### src/rtl/mpeg_ps_pkg.sv
`timescale 1ns/1ps
`default_nettype none
// ============================================================================
// Module      : mpeg_ps_pkg
// Description : Shared MPEG-1 program-stream definitions used by the splitter
//               and the joiner: parser state codes, start-code prefix, stream
//               IDs and timestamp field lengths.
// Ports       : none (package)
// Revision    : 1.0 - initial release
// ============================================================================
package mpeg_ps_pkg;

    // Parser state codes. Numeric values are shared with the joiner so both
    // blocks agree on the video / misc split.
    typedef enum logic [7:0] {
        NON_PACK               = 8'd0,
        NON_VIDEO_SIZE0        = 8'd1,
        NON_VIDEO_SIZE1        = 8'd2,
        NON_VIDEO_STREAM       = 8'd3,
        VIDEO_SIZE0            = 8'd4,
        VIDEO_SIZE1            = 8'd5,
        VIDEO_MISC             = 8'd6,
        VIDEO_TIMESTAMP_HEADER = 8'd7,
        VIDEO_TIMESTAMP        = 8'd8,
        VIDEO_STREAM           = 8'd9
    } ps_state_t;

    localparam logic [23:0] c_start_prefix   = 24'h000001;
    localparam logic [23:0] c_header_idle    = 24'hFFFFFF;
    localparam logic [7:0]  c_id_pack        = 8'hBA;
    localparam logic [7:0]  c_id_end         = 8'hB9;
    localparam logic [3:0]  c_vid_id_nib     = 4'hE;

    // Bytes remaining after the first timestamp flag byte: PTS only (2x)
    // carries 4 more bytes, PTS+DTS (3x) carries 9 more bytes.
    localparam logic [3:0]  c_ts_len_pts     = 4'd4;
    localparam logic [3:0]  c_ts_len_pts_dts = 4'd9;

endpackage : mpeg_ps_pkg
`default_nettype wire

### src/rtl/ps_start_code_det.sv
`timescale 1ns/1ps
`default_nettype none
// ============================================================================
// Module      : ps_start_code_det
// Description : Three-byte history shift register with start-code prefix
//               (00 00 01) match. The match reflects the three bytes seen
//               before the byte currently being consumed.
// Ports       : clk, rst          - clock, asynchronous active-high reset
//               shift_en          - consume strobe; shifts data_in in
//               clear             - with shift_en, reload the idle pattern
//                                   instead of shifting (end-code handling)
//               data_in[7:0]      - byte being consumed
//               prefix_match      - history equals the start-code prefix
// Revision    : 1.0 - initial release
// ============================================================================
module ps_start_code_det
    import mpeg_ps_pkg::*;
(
    input  logic       clk,
    input  logic       rst,
    input  logic       shift_en,
    input  logic       clear,
    input  logic [7:0] data_in,
    output logic       prefix_match
);

    logic [23:0] r_header;

    always_ff @(posedge clk or posedge rst) begin
        if (rst) begin
            r_header <= c_header_idle;
        end else if (shift_en) begin
            if (clear) begin
                r_header <= c_header_idle;
            end else begin
                r_header <= {r_header[15:0], data_in};
            end
        end
    end

    assign prefix_match = (r_header == c_start_prefix);

endmodule : ps_start_code_det
`default_nettype wire

### src/rtl/splitter.sv
`timescale 1ns/1ps
`default_nettype none
// ============================================================================
// Module      : splitter
// Description : MPEG-1 program-stream demultiplexer front end. Video payload
//               bytes (stream IDs with the video upper nibble, after the PES
//               header, stuffing and timestamps) go to the video FIFO; every
//               other byte goes, unchanged and in order, to the misc FIFO.
// Ports       : clk, rst              - clock, asynchronous active-high reset
//               clk_en                - all state advances only when high
//               mpeg_in[7:0]          - input byte, valid cycle after mpeg_rd
//               mpeg_empty            - input FIFO empty
//               mpeg_rd               - input FIFO read strobe (combinational)
//               vid_afull, misc_afull - downstream FIFOs almost full
//               vid_out[7:0], vid_wr  - video payload byte and write strobe
//               misc_out[7:0], misc_wr- non-video byte and write strobe
// Revision    : 1.0 - initial release
// ============================================================================
module splitter
    import mpeg_ps_pkg::*;
#(
    parameter logic [15:0] PACK_HDR_LEN = 16'h8,
    parameter logic [3:0]  VID_ID_NIB   = c_vid_id_nib
) (
    input  logic       clk,
    input  logic       rst,
    input  logic       clk_en,
    input  logic [7:0] mpeg_in,
    input  logic       mpeg_empty,
    output logic       mpeg_rd,
    input  logic       vid_afull,
    input  logic       misc_afull,
    output logic [7:0] vid_out,
    output logic       vid_wr,
    output logic [7:0] misc_out,
    output logic       misc_wr
);

    ps_state_t   r_state;
    ps_state_t   w_state_next;
    logic        r_byte_valid;
    logic [15:0] r_packet_counter;
    logic [15:0] w_packet_counter_next;
    logic [3:0]  r_timestamp_counter;
    logic [3:0]  w_timestamp_counter_next;
    logic        w_consume;
    logic        w_prefix_match;
    logic        w_header_clear;
    logic        w_is_video;
    logic        w_pc_is_one;
    logic [15:0] w_pc_dec;
    logic [15:0] w_len_loaded;

    // Reads are only issued while both downstream FIFOs have room for the
    // up-to-two bytes already in flight.
    assign mpeg_rd   = ~rst & clk_en & ~mpeg_empty & ~vid_afull & ~misc_afull;
    assign w_consume = clk_en & r_byte_valid;

    assign w_is_video   = (r_state == VIDEO_STREAM);
    assign w_pc_is_one  = (r_packet_counter == 16'd1);
    assign w_pc_dec     = r_packet_counter - 16'd1;
    assign w_len_loaded = {r_packet_counter[15:8], mpeg_in};

    ps_start_code_det u_start_code_det (
        .clk          (clk),
        .rst          (rst),
        .shift_en     (w_consume),
        .clear        (w_header_clear),
        .data_in      (mpeg_in),
        .prefix_match (w_prefix_match)
    );

    // ------------------------------------------------------------------
    // Parser state register
    // ------------------------------------------------------------------
    always_ff @(posedge clk or posedge rst) begin
        if (rst) begin
            r_state             <= NON_PACK;
            r_packet_counter    <= 16'd0;
            r_timestamp_counter <= 4'd0;
        end else if (w_consume) begin
            r_state             <= w_state_next;
            r_packet_counter    <= w_packet_counter_next;
            r_timestamp_counter <= w_timestamp_counter_next;
        end
    end

    // Data on mpeg_in is stable while clk_en is low because no read is
    // issued, so byte_valid simply holds across disabled cycles.
    always_ff @(posedge clk or posedge rst) begin
        if (rst) begin
            r_byte_valid <= 1'b0;
        end else if (clk_en) begin
            r_byte_valid <= mpeg_rd;
        end
    end

    // ------------------------------------------------------------------
    // Next-state logic, evaluated only for a consumed byte
    // ------------------------------------------------------------------
    always_comb begin
        w_state_next             = r_state;
        w_packet_counter_next    = r_packet_counter;
        w_timestamp_counter_next = r_timestamp_counter;
        w_header_clear           = 1'b0;

        if (w_consume) begin
            case (r_state)
                NON_PACK: begin
                    w_packet_counter_next = w_pc_dec;
                    if (w_prefix_match) begin
                        if (mpeg_in[7:4] == VID_ID_NIB) begin
                            w_state_next = VIDEO_SIZE0;
                        end else if (mpeg_in == c_id_pack) begin
                            w_state_next          = NON_VIDEO_STREAM;
                            w_packet_counter_next = PACK_HDR_LEN;
                        end else if (mpeg_in == c_id_end) begin
                            // Forget the prefix so trailing bytes cannot
                            // combine with it into a false start code.
                            w_header_clear = 1'b1;
                        end else begin
                            w_state_next = NON_VIDEO_SIZE0;
                        end
                    end
                end

                NON_VIDEO_SIZE0: begin
                    w_packet_counter_next = {mpeg_in, r_packet_counter[7:0]};
                    w_state_next          = NON_VIDEO_SIZE1;
                end

                NON_VIDEO_SIZE1: begin
                    w_packet_counter_next = w_len_loaded;
                    w_state_next = (w_len_loaded == 16'd0) ? NON_PACK : NON_VIDEO_STREAM;
                end

                NON_VIDEO_STREAM: begin
                    w_packet_counter_next = w_pc_dec;
                    if (w_pc_is_one) begin
                        w_state_next = NON_PACK;
                    end
                end

                VIDEO_SIZE0: begin
                    w_packet_counter_next = {mpeg_in, r_packet_counter[7:0]};
                    w_state_next          = VIDEO_SIZE1;
                end

                VIDEO_SIZE1: begin
                    w_packet_counter_next = w_len_loaded;
                    w_state_next = (w_len_loaded == 16'd0) ? NON_PACK : VIDEO_TIMESTAMP_HEADER;
                end

                // Packet end takes priority in every video header state so a
                // header-only packet never emits video bytes.
                VIDEO_TIMESTAMP_HEADER: begin
                    w_packet_counter_next = w_pc_dec;
                    if (w_pc_is_one) begin
                        w_state_next = NON_PACK;
                    end else if (mpeg_in == 8'hFF) begin
                        w_state_next = VIDEO_TIMESTAMP_HEADER;
                    end else if (mpeg_in[7:6] == 2'b01) begin
                        w_state_next = VIDEO_MISC;
                    end else begin
                        case (mpeg_in[5:4])
                            2'b10: begin
                                w_state_next             = VIDEO_TIMESTAMP;
                                w_timestamp_counter_next = c_ts_len_pts;
                            end
                            2'b11: begin
                                w_state_next             = VIDEO_TIMESTAMP;
                                w_timestamp_counter_next = c_ts_len_pts_dts;
                            end
                            default: begin
                                w_state_next = VIDEO_STREAM;
                            end
                        endcase
                    end
                end

                VIDEO_MISC: begin
                    w_packet_counter_next = w_pc_dec;
                    w_state_next = w_pc_is_one ? NON_PACK : VIDEO_TIMESTAMP_HEADER;
                end

                VIDEO_TIMESTAMP: begin
                    w_packet_counter_next    = w_pc_dec;
                    w_timestamp_counter_next = r_timestamp_counter - 4'd1;
                    if (w_pc_is_one) begin
                        w_state_next = NON_PACK;
                    end else if (r_timestamp_counter == 4'd1) begin
                        w_state_next = VIDEO_STREAM;
                    end
                end

                VIDEO_STREAM: begin
                    w_packet_counter_next = w_pc_dec;
                    if (w_pc_is_one) begin
                        w_state_next = NON_PACK;
                    end
                end

                default: begin
                    w_state_next = NON_PACK;
                end
            endcase
        end
    end

    // ------------------------------------------------------------------
    // Output registers: exactly one single-cycle strobe per consumed byte
    // ------------------------------------------------------------------
    always_ff @(posedge clk or posedge rst) begin
        if (rst) begin
            vid_out  <= 8'd0;
            vid_wr   <= 1'b0;
            misc_out <= 8'd0;
            misc_wr  <= 1'b0;
        end else begin
            vid_wr  <= w_consume & w_is_video;
            misc_wr <= w_consume & ~w_is_video;
            if (w_consume) begin
                if (w_is_video) begin
                    vid_out <= mpeg_in;
                end else begin
                    misc_out <= mpeg_in;
                end
            end
        end
    end

endmodule : splitter
`default_nettype wire

### config.mk
export PLATFORM = sky130hd
export DESIGN_NAME = splitter
export DESIGN_NICKNAME = d
export VERILOG_FILES = /design/src/rtl/mpeg_ps_pkg.sv /design/src/rtl/ps_start_code_det.sv /design/src/rtl/splitter.sv
export SDC_FILE = /design/constraint.sdc
export NUM_CORES = 1
export LEC_CHECK = 0
export ABC_AREA = 0
export CAP_MARGIN = 10
export CORE_MARGIN = 5
export CORE_UTILIZATION = 29
export DETAILED_ROUTE_END_ITERATION = 10
export PLACE_DENSITY = 0.56
export SLEW_MARGIN = 30
export SYNTH_ARGS = -nofsm -noshare
export SYNTH_HDL_FRONTEND = slang
export SYNTH_HIERARCHICAL = 1
export SYNTH_SLANG_ARGS = --single-unit
### constraint.sdc
create_clock -name clk -period 2.6 [get_ports clk]
set_input_delay 0.78 -clock clk [delete_from_list [all_inputs] [get_ports clk]]
set_output_delay 0.78 -clock clk [all_outputs]
set_load 0.01 [all_outputs]
==> flow_summary.json <==
{
  "drive_gt1_share_pct": 30.0,
  "fmax_mhz": 389,
  "start_util_pct": 29.9,
  "antenna_found_initial": 0,
  "synth_cell_types": 74,
  "relSlewSlack_pct": 63.8,
  "cts_buffers": 9,
  "required_ns": 1.82,
  "synthTopCellsByArea": "dfrtp_1 (28%), dfstp_2 (17%), mux2_2 (4.7%)",
  "post-place-ws_ns": -0.583,
  "synth_seq_cells": 67,
  "clockRootBuffer": "clkbuf_16",
  "nets": 476,
  "rows": 41,
  "fin_crit_ns": 2.57,
  "syn_avg_cell_area_um2": 10.0,
  "irDropWorstVdd_uv": 307,
  "synth_nets": 397,
  "avgRoutedWirePerCell_um": 17.0,
  "place_inst": 598,
  "ys_seq_area_share_pct": 44.9,
  "final_hold_viol_count": 0,
  "dp_hpwl_mm": 7.14,
  "max_stage_delay_ns": 0.50,
  "die_w_um": 125,
  "synth_async_sr_flop_share_pct": 100,
  "vias_per_cell": 5.29,
  "finalClockSkew_ns": 0.00527,
  "yosysWarningCount": 6,
  "crit_chain": "dlygate4sd2_1 > or4_4 > nor2_4 > buf_2",
  "status": "finished clean",
  "dr.pass1.iters": 4,
  "finalWorstSetupSlack_ns": 0.0264,
  "hold_slack_ns": 0.479,
  "die_area_um2": 15500,
  "drc": 0,
  "ys.flop_type": "dfrtp_1",
  "grt_start_max_net_pins": 44,
  "final_cell_mix": "buf_4 (60), dfrtp_1 (43), nor2_1 (30)",
  "hold_path_class": "register to register",
  "synth_cells": 379,
  "postRouteAntennaNets": 0,
  "clock_sinks": 67,
  "grt-ovfl-total": 0,
  "yosys.area.top_type": "dfrtp_1",
  "final_common_cell": "buf_4",
  "drtIter0Drc": 282,
  "htree_levels": 3,
  "cts.path.max_buffers": 2,
  "vias": 3356,
  "clk_latency_ns": 0.33,
  "fin_crit_sh_pct": 99.0,
  "crit_slowest_cell": "or4_4",
  "synth-edff-count": 0,
  "power.density_nw_per_um2": 766,
  "netlist.area_leader.share_pct": 28.3,
  "ios": 33,
  "diodes": 0,
  "portBuffers": 32,
  "gp_congestion": 0.849,
  "final_cells": 635,
  "cts-hold-fix-buffers": 0,
  "grt_first_pass_wirelength_mm": 18.0,
  "die_h_um": 125,
  "worst_pin_slew_ns": 0.544,
  "grt_usage_pct": 14.2,
  "arrival_ns": 1.79,
  "maxCapViolations": 0,
  "grt_pass1_vias": 3458,
  "core_region_area_um2": 12700,
  "crit_fanout": 2,
  "syn2layout_area_growth_pct": 30.6,
  "setup_viol": 0,
  "cp-end-kind": "output pin",
  "netlist_area_um2": 3800,
  "slew_violations": 0,
  "drt_wl_total_mm": 10.8,
  "power_uw": 3800,
  "nFillCells": 1270,
  "leakage_uw": 0.00209,
  "crit_type": "input pin to output pin",
  "cts_tree": "yes",
  "cts.clk_slew.worst_paths_ns": 0.06,
  "worstSetupStartpointType": "input pin"
}
==> per-layer routing <==
metal / vias up / GRT usage, % / share of wire (%)
met5: - / 0 / 0
met4: 0 / 5.03 / 1.9
met3: 16 / 3.22 / 3.2
met2: 79 / 21.8 / 46
met1: 1664 / 19.6 / 49
li1: 1597 / - / -
==> stage by stage <==
stage	utilization (%)	instance area [µm²]	TNS, ns
after detailed placement	35.4	4510	-3.06
after floorplan	-	3800	0
after global placement	35.4	4510	-2.39
final	39.0	4970	0
after CTS	38.7	4930	0
after global routing	39.0	4970	-0.0183
==> state kept, by name, indices dropped and copies added, names as in the netlist, 4 cells and up <==
signal / cells
r_state: 4
r_timestamp_counter: 4
u_start_code_det/r_header: 24
misc_out: 8
r_packet_counter: 16
vid_out: 8
==> critical path, delay by kind of cell <==
family	cells	cell delay (ns)
and+or+nand+nor	2	0.62
buffers and inverters	2	0.39
==> what timing repair did <==
item	CTS	global route
gates resized for setup	9	11
pin swaps	2	2
endpoints found under the setup margin	1	16
endpoints found under the hold margin	0	0
buffers inserted	21	0
==> synthesized netlist by cell type (all sizes together), types with 5 or more instances <==
| cell type | n |
|---|---|
| clkbuf | 11 |
| nor3 | 18 |
| buf | 16 |
| nand3 | 5 |
| nand4 | 8 |
| mux2 | 16 |
| a22o | 8 |
| inv | 16 |
| o22a | 18 |
| nor4 | 13 |
| or4 | 5 |
| nand2 | 20 |
| o31ai | 7 |
| o21ai | 14 |
| a21oi | 21 |
| nor2 | 32 |
| nand2b | 6 |
| dfrtp | 43 |
| o211ai | 5 |
| dfstp | 24 |
==> where the power goes <==
group	total (µW)	internal [µW]	switching [µW]	leakage, µW
clock	1120	670	450	0.000133
sequential	1680	1420	262	0.000809
combinational	1000	535	470	0.00115
total	3800	2620	1180	0.00209
==> kinds of logic after synthesis <==
family	count (synthesis)	share of synthesized area (%)
flip-flops	67	44.9
adder cells (fa/ha/maj)	4	1.32
XOR/XNOR	2	0.461
multiplexers	17	5.00
AND/OR/NAND/NOR	136	21.1
buffers and inverters	43	6.12
AO/OA/AOI/OAI	110	21.2
==> final cells by class <==
cell class	instances	area (µm²)	area share [%]
multi-input combinational	269	1900	38.2
sequential	67	1710	34.4
timing repair buffer	95	816	16.4
clock buffer	12	246	4.96
tap	172	215	4.33
inverter	16	60.1	1.21
clock inverter	4	26.3	0.529
==> worst paths after layout <==
path	from	endpoint	slack, ns	cells after the start
max	rst	mpeg_rd	0.03	4
min	r_byte_valid	r_byte_valid	0.48	1
max reg2reg	u_start_code_det/r_header[0]	r_packet_counter[10]	0.20	9
min reg2reg	r_byte_valid	r_byte_valid	0.48	1
max in group asynchronous	rst	u_start_code_det/r_header[0]	1.53	4
min in group asynchronous	rst	r_byte_valid	0.78	4
Power figures use the tool's default switching activity.
